$ cat src/rtl/key_sw_conditioner_if.sv
`default_nettype none
// ============================================================================
// Module      : key_sw_conditioner_if
// Description : Signal bundle between the raw DE10-Lite board inputs and the
//               unit logic. The master side drives the raw KEY/SW pins; the
//               slave side (the conditioner) returns the clean versions.
//   KEY         [1:0] raw push-buttons, active-low, asynchronous
//   SW          [9:0] raw slide switches, asynchronous
//   KEY_DOWN    [1:0] debounced level, 1 = key held
//   KEY_PRESS   [1:0] one-cycle pulse on debounced press
//   KEY_RELEASE [1:0] one-cycle pulse on debounced release
//   SW_SYNC     [9:0] synchronized switch value
//   SW_CHG            one-cycle pulse when SW_SYNC takes a new value
// Revision    : 1.0 - initial release
// ============================================================================
interface key_sw_conditioner_if;
  logic [1:0] KEY;
  logic [9:0] SW;
  logic [1:0] KEY_DOWN;
  logic [1:0] KEY_PRESS;
  logic [1:0] KEY_RELEASE;
  logic [9:0] SW_SYNC;
  logic       SW_CHG;

  modport master (
    output KEY, SW,
    input  KEY_DOWN, KEY_PRESS, KEY_RELEASE, SW_SYNC, SW_CHG
  );

  modport slave (
    input  KEY, SW,
    output KEY_DOWN, KEY_PRESS, KEY_RELEASE, SW_SYNC, SW_CHG
  );
endinterface
`default_nettype wire

$ cat src/rtl/key_sw_conditioner.sv
`default_nettype none
// ============================================================================
// Module      : key_sw_conditioner
// Description : Board-input front end. Synchronizes KEY[1:0] and SW[9:0] into
//               the MAX10_CLK1_50 domain, debounces each key with an
//               independent four-state FSM (press/release pulses coincide
//               with the KEY_DOWN change) and flags switch changes with a
//               one-cycle SW_CHG strobe. All outputs are registered.
// Ports       : MAX10_CLK1_50 - system clock (rising edge)
//               RESET_N       - asynchronous active-low reset
//               bus           - key_sw_conditioner_if.slave (raw in, clean out)
// Parameters  : DEBOUNCE_CYCLES - stable cycles before a key flips (>= 1)
//               CNT_W           - counter width, 2**CNT_W > DEBOUNCE_CYCLES
// Revision    : 1.0 - initial release
// ============================================================================
module key_sw_conditioner #(
  parameter int DEBOUNCE_CYCLES = 500000,
  parameter int CNT_W           = 20
) (
  input wire                  MAX10_CLK1_50,
  input wire                  RESET_N,
  key_sw_conditioner_if.slave bus
);

  localparam logic [CNT_W-1:0] c_deb_max = CNT_W'(DEBOUNCE_CYCLES);
  localparam logic [CNT_W-1:0] c_cnt_one = CNT_W'(1);

  typedef enum logic [1:0] {
    ST_UP        = 2'd0,
    ST_UP_PEND   = 2'd1,
    ST_DOWN      = 2'd2,
    ST_DOWN_PEND = 2'd3
  } key_state_t;

  // --------------------------------------------------------------------------
  // Two-flop synchronizers. Key flops reset to 1 (released) so that leaving
  // reset never looks like a press edge.
  // --------------------------------------------------------------------------
  logic [1:0] r_key_s1, r_key_s2;
  logic [9:0] r_sw_s1, r_sw_s2;
  logic       r_sw_chg;
  logic [1:0] w_ks;

  always_ff @(posedge MAX10_CLK1_50 or negedge RESET_N) begin
    if (!RESET_N) begin
      r_key_s1 <= 2'b11;
      r_key_s2 <= 2'b11;
      r_sw_s1  <= '0;
      r_sw_s2  <= '0;
      r_sw_chg <= 1'b0;
    end else begin
      r_key_s1 <= bus.KEY;
      r_key_s2 <= r_key_s1;
      r_sw_s1  <= bus.SW;
      r_sw_s2  <= r_sw_s1;
      // Registered alongside r_sw_s2 so the strobe lines up with the new value.
      r_sw_chg <= (r_sw_s1 != r_sw_s2);
    end
  end

  // Keys are active-low on the board; the FSMs work in "1 = pressed".
  assign w_ks = ~r_key_s2;

  // --------------------------------------------------------------------------
  // Per-key debounce FSM. The counter tracks how many consecutive cycles the
  // synchronized input has disagreed with the reported level; it restarts on
  // any bounce and stops at DEBOUNCE_CYCLES, so it can never wrap.
  // --------------------------------------------------------------------------
  logic [1:0] w_key_down, w_key_press, w_key_rel;

  for (genvar gi = 0; gi < 2; gi++) begin : g_key
    key_state_t       r_state;
    logic [CNT_W-1:0] r_cnt;
    logic             r_down;
    logic             r_press;
    logic             r_rel;

    always_ff @(posedge MAX10_CLK1_50 or negedge RESET_N) begin
      if (!RESET_N) begin
        r_state <= ST_UP;
        r_cnt   <= '0;
        r_down  <= 1'b0;
        r_press <= 1'b0;
        r_rel   <= 1'b0;
      end else begin
        r_press <= 1'b0;
        r_rel   <= 1'b0;
        case (r_state)
          ST_UP: begin
            if (w_ks[gi]) begin
              r_state <= ST_UP_PEND;
              r_cnt   <= c_cnt_one;
            end
          end
          ST_UP_PEND: begin
            if (!w_ks[gi]) begin
              r_state <= ST_UP;
              r_cnt   <= '0;
            end else if (r_cnt == c_deb_max) begin
              r_state <= ST_DOWN;
              r_cnt   <= '0;
              r_down  <= 1'b1;
              r_press <= 1'b1;
            end else begin
              r_cnt <= r_cnt + c_cnt_one;
            end
          end
          ST_DOWN: begin
            if (!w_ks[gi]) begin
              r_state <= ST_DOWN_PEND;
              r_cnt   <= c_cnt_one;
            end
          end
          ST_DOWN_PEND: begin
            if (w_ks[gi]) begin
              r_state <= ST_DOWN;
              r_cnt   <= '0;
            end else if (r_cnt == c_deb_max) begin
              r_state <= ST_UP;
              r_cnt   <= '0;
              r_down  <= 1'b0;
              r_rel   <= 1'b1;
            end else begin
              r_cnt <= r_cnt + c_cnt_one;
            end
          end
          default: begin
            r_state <= ST_UP;
            r_cnt   <= '0;
          end
        endcase
      end
    end

    assign w_key_down[gi]  = r_down;
    assign w_key_press[gi] = r_press;
    assign w_key_rel[gi]   = r_rel;
  end

  assign bus.KEY_DOWN    = w_key_down;
  assign bus.KEY_PRESS   = w_key_press;
  assign bus.KEY_RELEASE = w_key_rel;
  assign bus.SW_SYNC     = r_sw_s2;
  assign bus.SW_CHG      = r_sw_chg;

endmodule
`default_nettype wire

$ cat src/flat_wrapper.sv
// flat-port wrapper written by rule: the top's interface ports become plain ports
module key_sw_conditioner_flat 
#(
  parameter int DEBOUNCE_CYCLES = 500000,
  parameter int CNT_W           = 20
)
  (MAX10_CLK1_50, RESET_N, bus_KEY, bus_SW, bus_KEY_DOWN, bus_KEY_PRESS, bus_KEY_RELEASE, bus_SW_SYNC, bus_SW_CHG);
  key_sw_conditioner_if bus_i ();
  input wire MAX10_CLK1_50;
  input wire RESET_N;
  input wire logic [$bits(bus_i.KEY)-1:0] bus_KEY;
  input wire logic [$bits(bus_i.SW)-1:0] bus_SW;
  output wire logic [$bits(bus_i.KEY_DOWN)-1:0] bus_KEY_DOWN;
  output wire logic [$bits(bus_i.KEY_PRESS)-1:0] bus_KEY_PRESS;
  output wire logic [$bits(bus_i.KEY_RELEASE)-1:0] bus_KEY_RELEASE;
  output wire logic [$bits(bus_i.SW_SYNC)-1:0] bus_SW_SYNC;
  output wire logic [$bits(bus_i.SW_CHG)-1:0] bus_SW_CHG;
  assign bus_i.KEY = bus_KEY;
  assign bus_i.SW = bus_SW;
  assign bus_KEY_DOWN = bus_i.KEY_DOWN;
  assign bus_KEY_PRESS = bus_i.KEY_PRESS;
  assign bus_KEY_RELEASE = bus_i.KEY_RELEASE;
  assign bus_SW_SYNC = bus_i.SW_SYNC;
  assign bus_SW_CHG = bus_i.SW_CHG;
  key_sw_conditioner #(.DEBOUNCE_CYCLES(DEBOUNCE_CYCLES), .CNT_W(CNT_W)) u_core (.MAX10_CLK1_50(MAX10_CLK1_50), .RESET_N(RESET_N), .bus(bus_i));
endmodule
$ cat config.mk
export PLATFORM = sky130hd
export DESIGN_NAME = key_sw_conditioner_flat
export DESIGN_NICKNAME = d
export VERILOG_FILES = /design/src/rtl/key_sw_conditioner_if.sv /design/src/rtl/key_sw_conditioner.sv /design/src/flat_wrapper.sv
export SDC_FILE = /design/constraint.sdc
export NUM_CORES = 1
export LEC_CHECK = 0
export ABC_AREA = 1
export BUFFER_PORTS_ARGS = -buffer_cell sky130_fd_sc_hd__clkbuf_2
export CORE_ASPECT_RATIO = 0.6
export CORE_MARGIN = 3
export CORE_UTILIZATION = 50
export DETAILED_ROUTE_END_ITERATION = 10
export GPL_ROUTABILITY_DRIVEN = 0
export PLACE_DENSITY = 0.67
export SLEW_MARGIN = 10
export SYNTH_ARGS = -nofsm -noshare
export SYNTH_HDL_FRONTEND = slang
export SYNTH_SLANG_ARGS = --single-unit
$ cat constraint.sdc
create_clock -name MAX10_CLK1_50 -period 1.8 [get_ports MAX10_CLK1_50]
set_input_delay 0.27 -clock MAX10_CLK1_50 [delete_from_list [all_inputs] [get_ports MAX10_CLK1_50]]
set_output_delay 0.27 -clock MAX10_CLK1_50 [all_outputs]
set_load 0.05 [all_outputs]
==> results.sh <==
export IMPL_finalHoldViolCount=0
export IMPL_layout_nets=526
export IMPL_reg2regPathDepth=10
export IMPL_grt_ovfl_total=0
export IMPL_ir_worst_vdd_mv=0.503
export IMPL_setup_viol=0
export IMPL_max_slew_margin_pct=67.3
export IMPL_antenna_found_initial=0
export IMPL_cellLeakagePower_nw=2.02
export IMPL_grt_pass1_vias=2811
export IMPL_min_to="u_core.r_key_s1[1]$_DFF_PN1_"
export IMPL_row_count=24
export IMPL_crit_type="flop to flop"
export IMPL_cts_htree_levels=3
export IMPL_placedInstanceArea_mm2=0.00416
export IMPL_wl_per_cell_um=14.0
export IMPL_wl_mm=8.64
export IMPL_cts_sinks=75
export IMPL_rsz0062_at_grt="no"
export IMPL_worstMarginPinSlew_ps=487
export IMPL_hold_class="primary input to flop"
export IMPL_place_inst=600
export IMPL_max_stage_delay_ps=390
export IMPL_diodes=0
export IMPL_min_path_cells=1
export IMPL_finalNonFillerCells=617
export IMPL_fmax_mhz=600
export IMPL_core_area_mm2=0.00742
export IMPL_period_share_pct=92.5
export IMPL_area_growth_pct=15.1
export IMPL_hold_path_startpoint="bus_KEY[1]"
export IMPL_drc=0
export IMPL_crit_path_end_kind="flop"
export IMPL_pin_count=31
export IMPL_syn_area_mm2=0.00390
export IMPL_whs_ps=14.8
export IMPL_fin_skew_ps=7.46
export IMPL_ys_ff_latch=75
export IMPL_die_h_um=74.4
export IMPL_drtAntennaViolNets=0
export IMPL_yosys_warnings=0
export IMPL_syn_num_nets=491
export IMPL_timing_rr_start="u_core.g_key[1].r_cnt[1]$_DFFE_PN0P_"
export IMPL_grtUsageTotal_pct=20.9
export IMPL_clkTransAtPathRegs_ps=60
export IMPL_crit_family="simple AND/OR/NAND/NOR gates"
export IMPL_syn_inst=473
export IMPL_post_dp_hpwl_mm=6.43
export IMPL_cts_tree="built"
export IMPL_grt_pass1_wl_mm=14.2
export IMPL_drive_above_1_share_pct=18.9
export IMPL_vias=3225
export IMPL_synth_cell_types=35
export IMPL_final_core_util_pct=60.6
export IMPL_powerDensity_mw_per_mm2=1010
export IMPL_fin_tns_setup_ps=0
export IMPL_timing_critical_path_mode_cell="nand2_1"
export IMPL_cts_root_buf="clkbuf_16"
export IMPL_start_kind="flop"
export IMPL_cts_path_max_buffers=2
export IMPL_final_area_mm2=0.00449
export IMPL_dp_slack_ps=118
export IMPL_post_cts_buffers=0
export IMPL_portBuffers=30
export IMPL_synth_edff_count=0
export IMPL_vias_per_cell=5.23
export IMPL_drv_cap=0
export IMPL_synth_flop_cell="dfrtp_1"
export IMPL_setup_ws_ps=135
export IMPL_grt_max_degree=44
export IMPL_period_needed_ps=1670
export IMPL_status="completed"
export IMPL_reg2reg_to="u_core.g_key[1].r_cnt[18]$_DFFE_PN0P_"
export IMPL_fill_cells=651
export IMPL_initial_utilization_pct=52.6
export IMPL_syn_mean_instance_area_um2=8.25
export IMPL_clk_latency_ps=340
export IMPL_drv_slew=0
export IMPL_cp_required_ps=2030
export IMPL_path_cells="ha_1, nand2_1, inv_2, nand2_1, nor2_4, nand2_2, nor2_1, nand2_1, nand3_1, nand2_1"
export IMPL_die_w_um=120
export IMPL_cpMaxStageDelayCell="dfrtp_1"
export IMPL_crit_fanout=4
export IMPL_numCtsBuffers=9
export IMPL_yosysSeqAreaShare_pct=48.2
export IMPL_p_total_mw=4.55
export IMPL_die_area_mm2=0.00894
export IMPL_layout_commonest_cell="nand2_1"
export IMPL_drt_first_pass_iters=5
export IMPL_first_iter_violations=312
export IMPL_path_buf_inv=1
export IMPL_final_cell_mix="nand2_1, dfrtp_1, inv_1"
export IMPL_r2r_setup_slack_ps=130
export IMPL_crit_arrival_ps=1890
export IMPL_async_reset_ff_share_pct=100
-- worst max-delay path by stage --
stage / from / endpoint / slack, ps / depth (start not counted)
floorplan: u_core.g_key[1].r_cnt[0]$_DFFE_PN0P_ / u_core.g_key[1].r_state[0]$_DFFE_PN0P_ / 410 / 10
global placement: u_core.r_key_s2[1]$_DFF_PN1_ / u_core.g_key[1].r_cnt[19]$_DFFE_PN0P_ / 210 / 6
detailed placement: u_core.g_key[1].r_cnt[0]$_DFFE_PN0P_ / u_core.g_key[1].r_cnt[19]$_DFFE_PN0P_ / 120 / 9
CTS: u_core.g_key[1].r_cnt[0]$_DFFE_PN0P_ / u_core.g_key[1].r_cnt[19]$_DFFE_PN0P_ / 110 / 9
global route: u_core.g_key[0].r_cnt[0]$_DFFE_PN0P_ / u_core.g_key[0].r_cnt[12]$_DFFE_PN0P_ / 50 / 9
finish: u_core.g_key[1].r_cnt[1]$_DFFE_PN0P_ / u_core.g_key[1].r_cnt[18]$_DFFE_PN0P_ / 130 / 10
-- report_power, final --
group | leakage, nW | switching [mW] | internal [mW] | total, mW
combinational | 0.885 | 0.472 | 0.215 | 0.686
sequential | 0.973 | 0.136 | 1.79 | 1.93
clock | 0.157 | 0.685 | 1.25 | 1.94
-- logic make-up after synthesis --
logic type	after synthesis	share of synthesized area, %
and+or+nand+nor	249	30.9
AOI/OAI and AO/OA	50	7.12
DFF	75	48.2
buffers and inverters	77	8.43
adders and majority gates	4	1.28
xor gates and xnor gates	18	4.04
-- state kept, by name, indices dropped and copies added (netlist names), named ones only --
signal / flops
u_core.g_key.r_cnt: 40
u_core.bus.SW_SYNC: 10
u_core.r_sw_s1: 10
u_core.g_key.r_down: 2
u_core.g_key.r_press: 2
u_core.g_key.r_rel: 2
u_core.g_key.r_state: 2
u_core.r_key_s1: 2
u_core.r_key_s2: 2
u_core.bus.SW_CHG: 1
-- what timing repair did --
action	4_1_cts	5_1_grt
resized for setup	0	2
hold buffers	1	0
hold endpoints to repair	13	0
setup endpoints to repair	0	10
-- final cells by class --
cell class                      instances  area (um^2)  share of cell area (%)
Inverter                               65          249                    5.54
Multi-Input combinational cell        321         1700                    37.8
Timing Repair Buffer                   36          213                    4.73
Clock buffer                           12          246                    5.48
Clock inverter                          4         73.8                    1.64
Tap cell                              104          130                    2.90
Sequential cell                        75         1880                    41.9
-- layer usage --
metal	part of all wire [%]	up-vias	wire (um)	GRT usage, %
met5	0	-	0	0
met4	0.94	0	81	6.98
met3	9.6	10	832	6.84
met1	52	1456	4530	33.4
li1	-	1607	-	-
met2	37	152	3200	25.5
-- synthesized netlist by cell type, drive strengths merged, types with 9 or more instances --
| library cell | instances | area share [%] |
|---|---|---|
| nor2 | 48 | 6.3 |
| xor2 | 14 | 3.1 |
| nor3 | 16 | 2.6 |
| a21oi | 9 | 1.3 |
| inv | 63 | 6.2 |
| nand4 | 20 | 3.2 |
| dfrtp | 71 | 46 |
| buf | 11 | 2.0 |
| nand2 | 117 | 12 |
| nand3 | 44 | 6.2 |
| o21ai | 23 | 2.9 |
| o22ai | 15 | 2.4 |
Note: power is estimated with default switching activity, not from simulation.
